<file path="config.mk">
export PLATFORM = sky130hd
export DESIGN_NAME = fifo_ctrl_mem_flat
export DESIGN_NICKNAME = d
export VERILOG_FILES = /design/src/rtl/fifo_ctrl_mem_if.sv /design/src/rtl/fifo_ctrl_mem.sv /design/src/flat_wrapper.sv
export SDC_FILE = /design/constraint.sdc
export NUM_CORES = 1
export LEC_CHECK = 0
export ABC_CLOCK_PERIOD_IN_PS = 9700
export CAP_MARGIN = 10
export CORE_UTILIZATION = 62
export CTS_BUF_LIST = sky130_fd_sc_hd__clkbuf_16
export CTS_CLUSTER_DIAMETER = 120
export CTS_CLUSTER_SIZE = 20
export DETAILED_ROUTE_END_ITERATION = 10
export PLACE_DENSITY = 0.86
export SYNTH_ARGS = -nofsm -noshare
export SYNTH_HDL_FRONTEND = slang
export SYNTH_SLANG_ARGS = --single-unit
</file>
<file path="constraint.sdc">
create_clock -name clk_in -period 9.7 [get_ports clk_in]
set_clock_uncertainty 0.05 [all_clocks]
set_input_delay 1.455 -clock clk_in [delete_from_list [all_inputs] [get_ports clk_in]]
set_output_delay 1.455 -clock clk_in [all_outputs]
set_load 0.05 [all_outputs]
</file>
<file path="src/rtl/fifo_ctrl_mem_if.sv">
// Transaction-side bundle of the FIFO controller/memory block.
// Groups the request, monitor-status and pointer/data return signals.
interface fifo_ctrl_mem_if #(
  parameter int DATA_WIDTH = 32,
  parameter int PTR_SIZE   = 4
);

  logic                  trans_write;
  logic [DATA_WIDTH-1:0] trans_wdata;
  logic                  trans_read;
  logic                  full_ind;
  logic                  empty_ind;
  logic                  fifo_wenable;
  logic                  fifo_renable;
  logic [PTR_SIZE-1:0]   write_ptr;
  logic [PTR_SIZE-1:0]   read_ptr;
  logic [DATA_WIDTH-1:0] trans_rdata;
  logic                  trans_rvalid;
  logic [PTR_SIZE-1:0]   fill_level;

  modport master (
    output trans_write,
    output trans_wdata,
    output trans_read,
    output full_ind,
    output empty_ind,
    input  fifo_wenable,
    input  fifo_renable,
    input  write_ptr,
    input  read_ptr,
    input  trans_rdata,
    input  trans_rvalid,
    input  fill_level
  );

  modport slave (
    input  trans_write,
    input  trans_wdata,
    input  trans_read,
    input  full_ind,
    input  empty_ind,
    output fifo_wenable,
    output fifo_renable,
    output write_ptr,
    output read_ptr,
    output trans_rdata,
    output trans_rvalid,
    output fill_level
  );

endinterface

</file>
<file path="src/rtl/fifo_ctrl_mem.sv">
// FIFO pointer control plus storage array with registered read port.
// Full/empty come from the external monitor stage; no internal error flags.
module fifo_ctrl_mem #(
  parameter int OSTD_NUM   = 8,
  parameter int DATA_WIDTH = 32,
  parameter int PTR_SIZE   = $clog2(OSTD_NUM) + 1
) (
  input  logic             clk_in,
  input  logic             areset_b,
  fifo_ctrl_mem_if.slave   bus
);

  localparam int AW = PTR_SIZE - 1;
  localparam logic [PTR_SIZE-1:0] FULL_LVL = PTR_SIZE'(OSTD_NUM);
  localparam logic [PTR_SIZE-1:0] ONE      = PTR_SIZE'(1);

  logic [DATA_WIDTH-1:0] mem_q [OSTD_NUM];

  logic                  ren;
  logic                  wen;

  logic [PTR_SIZE-1:0]   wr_ptr_q;
  logic [PTR_SIZE-1:0]   wr_ptr_d;
  logic [PTR_SIZE-1:0]   rd_ptr_q;
  logic [PTR_SIZE-1:0]   rd_ptr_d;
  logic [PTR_SIZE-1:0]   fill_q;
  logic [PTR_SIZE-1:0]   fill_d;
  logic [DATA_WIDTH-1:0] rdata_q;
  logic [DATA_WIDTH-1:0] rdata_d;
  logic                  rvalid_q;
  logic                  rvalid_d;

  // Reset gates the enables so nothing is accepted while held in reset.
  assign ren = bus.trans_read & ~bus.empty_ind & areset_b;
  assign wen = bus.trans_write & (~bus.full_ind | ren) & areset_b;

  assign bus.fifo_renable = ren;
  assign bus.fifo_wenable = wen;
  assign bus.write_ptr    = wr_ptr_q;
  assign bus.read_ptr     = rd_ptr_q;
  assign bus.fill_level   = fill_q;
  assign bus.trans_rdata  = rdata_q;
  assign bus.trans_rvalid = rvalid_q;

  // Storage is not reset; the pointers alone define valid contents.
  always_ff @(posedge clk_in) begin
    if (wen) begin
      mem_q[wr_ptr_q[AW-1:0]] <= bus.trans_wdata;
    end
  end

  always_comb begin
    wr_ptr_d = wr_ptr_q;
    rd_ptr_d = rd_ptr_q;
    fill_d   = fill_q;
    rdata_d  = rdata_q;
    rvalid_d = ren;

    if (wen) begin
      wr_ptr_d = wr_ptr_q + ONE;
    end

    // Array read sees pre-edge contents, so a same-address write
    // in the full case returns the old word.
    if (ren) begin
      rd_ptr_d = rd_ptr_q + ONE;
      rdata_d  = mem_q[rd_ptr_q[AW-1:0]];
    end

    unique case (1'b1)
      (wen & ~ren): begin
        if (fill_q != FULL_LVL) fill_d = fill_q + ONE;
      end
      (ren & ~wen): begin
        if (fill_q != '0) fill_d = fill_q - ONE;
      end
      default: ;
    endcase
  end

  always_ff @(posedge clk_in or negedge areset_b) begin
    if (!areset_b) begin
      wr_ptr_q <= '0;
      rd_ptr_q <= '0;
      fill_q   <= '0;
      rdata_q  <= '0;
      rvalid_q <= 1'b0;
    end else begin
      wr_ptr_q <= wr_ptr_d;
      rd_ptr_q <= rd_ptr_d;
      fill_q   <= fill_d;
      rdata_q  <= rdata_d;
      rvalid_q <= rvalid_d;
    end
  end

endmodule
</file>
<file path="src/flat_wrapper.sv">
// flat-port wrapper written by rule: the top's interface ports become plain ports
module fifo_ctrl_mem_flat 
#(
  parameter int OSTD_NUM   = 8,
  parameter int DATA_WIDTH = 32,
  parameter int PTR_SIZE   = $clog2(OSTD_NUM) + 1
)
  (clk_in, areset_b, bus_trans_write, bus_trans_wdata, bus_trans_read, bus_full_ind, bus_empty_ind, bus_fifo_wenable, bus_fifo_renable, bus_write_ptr, bus_read_ptr, bus_trans_rdata, bus_trans_rvalid, bus_fill_level);
  fifo_ctrl_mem_if #(.DATA_WIDTH(DATA_WIDTH), .PTR_SIZE(PTR_SIZE)) bus_i ();
  input  logic clk_in;
  input  logic areset_b;
  input wire logic [$bits(bus_i.trans_write)-1:0] bus_trans_write;
  input wire logic [$bits(bus_i.trans_wdata)-1:0] bus_trans_wdata;
  input wire logic [$bits(bus_i.trans_read)-1:0] bus_trans_read;
  input wire logic [$bits(bus_i.full_ind)-1:0] bus_full_ind;
  input wire logic [$bits(bus_i.empty_ind)-1:0] bus_empty_ind;
  output wire logic [$bits(bus_i.fifo_wenable)-1:0] bus_fifo_wenable;
  output wire logic [$bits(bus_i.fifo_renable)-1:0] bus_fifo_renable;
  output wire logic [$bits(bus_i.write_ptr)-1:0] bus_write_ptr;
  output wire logic [$bits(bus_i.read_ptr)-1:0] bus_read_ptr;
  output wire logic [$bits(bus_i.trans_rdata)-1:0] bus_trans_rdata;
  output wire logic [$bits(bus_i.trans_rvalid)-1:0] bus_trans_rvalid;
  output wire logic [$bits(bus_i.fill_level)-1:0] bus_fill_level;
  assign bus_i.trans_write = bus_trans_write;
  assign bus_i.trans_wdata = bus_trans_wdata;
  assign bus_i.trans_read = bus_trans_read;
  assign bus_i.full_ind = bus_full_ind;
  assign bus_i.empty_ind = bus_empty_ind;
  assign bus_fifo_wenable = bus_i.fifo_wenable;
  assign bus_fifo_renable = bus_i.fifo_renable;
  assign bus_write_ptr = bus_i.write_ptr;
  assign bus_read_ptr = bus_i.read_ptr;
  assign bus_trans_rdata = bus_i.trans_rdata;
  assign bus_trans_rvalid = bus_i.trans_rvalid;
  assign bus_fill_level = bus_i.fill_level;
  fifo_ctrl_mem #(.OSTD_NUM(OSTD_NUM), .DATA_WIDTH(DATA_WIDTH), .PTR_SIZE(PTR_SIZE)) u_core (.clk_in(clk_in), .areset_b(areset_b), .bus(bus_i));
endmodule
</file>
# Yosys cells after proc, flatten, opt, wreduce, memory -nomap -nowiden
# Memories as Yosys holds them, arrays and structs flattened. A register that Yosys moved wholly into a read port is not among the register bits.
# Cells that the tools add are included.
dict set report word_totals {
  register_bits 13
  ram_bits 256
  inputBits 38
  output_inout_bits 47
  wordCells 32
  mem_count 1
}
# memory words word_bits read_ports rd_clocked_by_memory_dff wr line_no
set mem_list {}
lappend mem_list {u_core.mem_q 8 32 1 1 1 fifo_ctrl_mem.sv:17} ;# logic [DATA_WIDTH-1:0] mem_q [OSTD_NUM];
dict set report classes {
  addsub 4
  n_eq_ne 3
  muxes 5
  bitwise 11
  n_reduce_logical 4
}
# cell n
set op_table {}
lappend op_table {{adder 4 x 1 -> 4 bit, second input constant} 3}
lappend op_table {{2-to-1 mux 4 bit} 2}
lappend op_table {{case mux 4 bit (2 select lines)} 1}
lappend op_table {{bitwise AND 1 bit} 6}
lappend op_table {{!= test 2 bit, second input constant} 2}
lappend op_table {{!= test 4 bit, second input constant} 1}
lappend op_table {{inverter 1 bit} 4}
lappend op_table {{nonzero test 4 bit} 1}
lappend op_table {{subtractor 4 x 1 -> 4 bit, second input constant} 1}
lappend op_table {{AND reduction 3 bit} 1}
lappend op_table {{2-to-1 mux 1 bit} 2}
lappend op_table {{nonzero test 2 bit} 1}
lappend op_table {{logical NOT 1 bit} 1}
lappend op_table {{bitwise OR 1 bit} 1}

# Depth between registers and ports, before layout
dict set report logic_depth {
  depth_word 10
  depth_mapped 8
  mapped_depth_nobuf 7
}

# Least setup slack after synthesis
# Ideal clock, no wire load.
dict set report synth_timing {
  kind {input port to flip-flop}
  startpoint {in bus_empty_ind}
  endpoint {mem u_core.mem_q[2][0], enable pin}
  setup_time_ps 468
  arrival_time_ps 4757
  t_required_ps 9182
  path_slack_ps 4425
  path_stages 4
  n_path_buf 0
  cell_sequence {nand2b_1 > a21oi_4 > nand2b_1 > nor3b_1}
}
dict set report synth_between {
  elab_chain_len 8
}
# element line_no
set synth_lines {}
lappend synth_lines {{start, declared} flat_wrapper.sv:16} ;# input wire logic [$bits(bus_i.empty_ind)-1:0] bus_empty_ind;
lappend synth_lines {{inverter 1 bit} fifo_ctrl_mem.sv:34} ;# assign ren = bus.trans_read & ~bus.empty_ind & areset_b;
lappend synth_lines {{bitwise AND 1 bit (2 in series)} fifo_ctrl_mem.sv:34}
lappend synth_lines {{bitwise OR 1 bit} fifo_ctrl_mem.sv:35} ;# assign wen = bus.trans_write & (~bus.full_ind | ren) & areset_b;
lappend synth_lines {{bitwise AND 1 bit (2 in series)} fifo_ctrl_mem.sv:35}
lappend synth_lines {{net bus_fifo_wenable} flat_wrapper.sv:17} ;# output wire logic [$bits(bus_i.fifo_wenable)-1:0] bus_fifo_wenable;
lappend synth_lines {{2-to-1 mux 1 bit} fifo_ctrl_mem.sv:47} ;# if (wen) begin
lappend synth_lines {{2-to-1 mux 1 bit (not written as such)} fifo_ctrl_mem.sv:48} ;# mem_q[wr_ptr_q[AW-1:0]] <= bus.trans_wdata;
lappend synth_lines {{end, declared} fifo_ctrl_mem.sv:17}
# The timed path passes the listed nets, and every way through them passes these cells.

# Final worst setup path
dict set report layout_timing {
  startpoint {in bus_empty_ind}
  endpoint {out bus_fifo_renable}
}
dict set report layout_between {
  elab_chain_len 3
}
# element line_no
set layout_lines {}
lappend layout_lines {{inverter 1 bit} fifo_ctrl_mem.sv:34}
lappend layout_lines {{bitwise AND 1 bit (2 in series)} fifo_ctrl_mem.sv:34}
lappend layout_lines {{end, declared} flat_wrapper.sv:18} ;# output wire logic [$bits(bus_i.fifo_renable)-1:0] bus_fifo_renable;
# No other way between the ends.

==> key figures <==
Run status
  • Status: completed

Place
  • Port Buffers: 84
  • DP Wirelength: 11.9 mm
  • GPL Wtd Cong: between 0.7 and 0.8

Drt
  • Routed WL: 21.7 mm
  • Antenna viol nets, final: 0
  • Vias: between 5000 and 6000
  • Drt pass-1 iters: 4
  • Vias/cell: approximately 6.3
  • DRT iter0 DRCs: 433
  • # DRC: 0
  • WL/cell: 24.8 µm

Logic synthesis
  • Syn_nets: 587
  • Post-synthesis sequential area ratio: 76.9%
  • Area share of the largest cell type after synthesis: roughly two thirds
  • Synth area leaders: edfxtp_1, mux4_2, dfrtp_1
  • Synth warn: 0
  • Yosys cell types: 37
  • Avg Inst Size Synth: between 20 and 25 µm²
  • Count of state elements after synthesis: 301
  • Post-synthesis cell count: approximately 550
  • Post-Syn Area: 11500 µm²
  • Area leader, netlist: edfxtp_1

GRT
  • GRT Total Usage: about 24%
  • Number of global-route vias before repair: 5714
  • Initial antenna violation count: 0
  • Total gr overflow: 0
  • Largest net degree at the start of global routing: 69
  • First-pass GRT wire length: roughly 33 mm

Timing
  • Worst Tran Pin Value: ~1100 ps
  • Final min period: 5520 ps
  • Setup tns final: 0 ps
  • Relative slew slack: a little over a quarter
  • Hold Fails Final Rpt: 0
  • RSZ-0062 raised after global routing: false
  • Final setup fails: 0
  • Fin crit share: 56.9%
  • Slew Limit Fails: 0
  • FMAX: approximately 180 MHz

Finish
  • Final Util: 72.5%
  • Commonest non-fill, non-tap cells in the layout: edfxtp_1, clkdlybuf4s50_1, mux4_2, dfrtp_1, nand2_1
  • # nets final: around 680
  • FILL cells: approximately 1000
  • Commonest non-fill, non-tap cell in the layout: edfxtp_1
  • Area Growth Syn to Fin: 14.1%
  • Share of layout cells above drive strength 1: around 17%

Critical path
  • Cells on worst reg2reg path: 4
  • Worst-path maximum fanout: 67
  • Crit end category: output pin
  • Reg2reg setup slack: 6970 ps
  • CP arrival: roughly 4000 ps
  • Kind of critical path: in2out
  • RR Endpoint: u_core.bus.trans_rdata[22]$_DFFE_PN0P_
  • Startpoint type of the worst setup path: input port
  • R2R Path Start: u_core.bus.read_ptr[0]$_DFFE_PN0P_
  • Worst EP required: between 8000 and 9000 ps

Power and ir drop
  • Pwr dens: 281 nW/µm²
  • Peak VDD IR: approximately 0.00022 V
  • Leak: 4.41 nW

Hold path
  • Hold Path Sink: u_core.bus.write_ptr[3]$_DFFE_PN0P_
  • Hold_sp: u_core.bus.write_ptr[3]$_DFFE_PN0P_
  • Hold crit path type: reg2reg
  • Hold Path Cell Cnt: 1

Clock tree
  • TritonCTS clock tree: built
  • Num CTS Buffers: 19
  • Cts hold-fix bufs: 0
  • Clock sink count: 301
  • Clk_lat worst skew: about 500 ps
  • H-tree depth: 1
  • Clk Tree Root Cell: clkbuf_16
  • Worst-path clk slew: 80 ps
  • Setup Buffers After CTS: 0
  • PostCTS Resize Cnt: 0
  • Longest Clk Path Bufs: 3

Die
  • Rows: 49
  • DIE WIDTH: 138 µm
  • Die height: 138 µm
  • Starting Density: 63.6%
  • Total core area: between 15000 and 20000 µm²
  • Ports: 85
  • Die area: approximately 19000 µm²

Run
  • Max_cap viols: 0
[routing by layer]
metal / GRT usage, % / share of wire [%] / vias to the layer above
met4: 9.18 / 2.8 / 0
met5: 0 / 0 / -
met3: 2.96 / 5.4 / 52
li1: - / - / 2366
met2: 41.8 / 53 / 209
met1: 31.3 / 38 / 2864
[state kept, by name (all words and copies together) (netlist names)]
signal                   cells
u_core.bus.trans_rdata      32
u_core.bus.write_ptr         4
u_core.bus.trans_rvalid      1
u_core.bus.fill_level        4
u_core.bus.read_ptr          4
u_core.mem_q               256
[synth_stat cells (all sizes together)]
| library cell | n |
|---|---|
| or4 | 1 |
| nand3 | 1 |
| clkbuf | 7 |
| o31ai | 1 |
| nand2 | 41 |
| ha | 3 |
| a32oi | 1 |
| inv | 3 |
| nor2 | 2 |
| o21ai | 33 |
| nand2b | 2 |
| xnor2 | 4 |
| and4 | 1 |
| a21oi | 4 |
| mux4 | 64 |
| xor2 | 5 |
| or2 | 1 |
| nor3 | 3 |
| a211oi | 1 |
| nor3b | 5 |
| dfrtp | 45 |
| mux2 | 2 |
| o311ai | 1 |
| edfxtp | 256 |
| nand4b | 2 |
| and4bb | 1 |
| buf | 21 |
| nand4 | 1 |
| mux2i | 33 |
| nor2b | 1 |
[how the worst max path moves through the flow]
stage                   from                            to  slack, ps
2_1_floorplan  bus_empty_ind  u_core.mem_q[2][0]$_DFFE_PP_       4420
3_3_place_gp   bus_empty_ind              bus_fifo_renable       4350
3_5_place_dp   bus_empty_ind              bus_fifo_renable       4200
4_1_cts        bus_empty_ind              bus_fifo_renable       4190
5_1_grt        bus_empty_ind              bus_fifo_renable       4010
6_report       bus_empty_ind              bus_fifo_renable       4180
[worst max-delay path, cell delays in order]
cell	delay (ps)
clkdlybuf4s50_1	490
nand2b_1	270
or2_2	170
buf_4	550
inv_1	250
clkdlybuf4s50_1	790
[layout make-up]
cell class | instances | area [µm²] | share of cell area (%)
Sequential cell | 301 | 8820 | 67.4
Clock buffer | 19 | 475 | 3.64
Tap cell | 229 | 287 | 2.19
Antenna cell | 1 | 2.50 | 0.0191
Clock inverter | 14 | 68.8 | 0.526
Inverter | 3 | 11.3 | 0.0861
Multi-Input combinational cell | 214 | 2490 | 19.1
Timing Repair Buffer | 95 | 918 | 7.02
[per-stage QoR]
step	hold slack [ps]	setup slack (ps)	instance area [µm²]	power [mW]	cells
finish	431	4180	13100	3.68	876
global route	437	4010	13100	3.82	875
CTS	429	4190	13100	3.70	875
detailed placement	418	4200	12500	2.95	842
global placement	410	4350	12500	2.89	842
floorplan	638	4420	11500	2.59	546
[power breakdown]
group | internal, mW | total [mW] | switching, mW | leakage [nW]
clock network | 0.362 | 0.758 | 0.396 | 0.313
registers | 1.55 | 1.68 | 0.129 | 2.86
logic | 0.523 | 1.24 | 0.719 | 1.23
[cell families after synthesis]
family / Yosys count / synth area share [%]
adder cells (fa/ha/maj): 3 / 0.327
XOR/XNOR: 9 / 0.687
flip-flops: 301 / 76.9
AO/OA/AOI/OAI: 41 / 2.13
buffers and inverters: 31 / 1.71
multiplexers: 99 / 15.7
AND/OR/NAND/NOR: 62 / 2.59
Note: power is estimated with default switching activity, not from simulation.
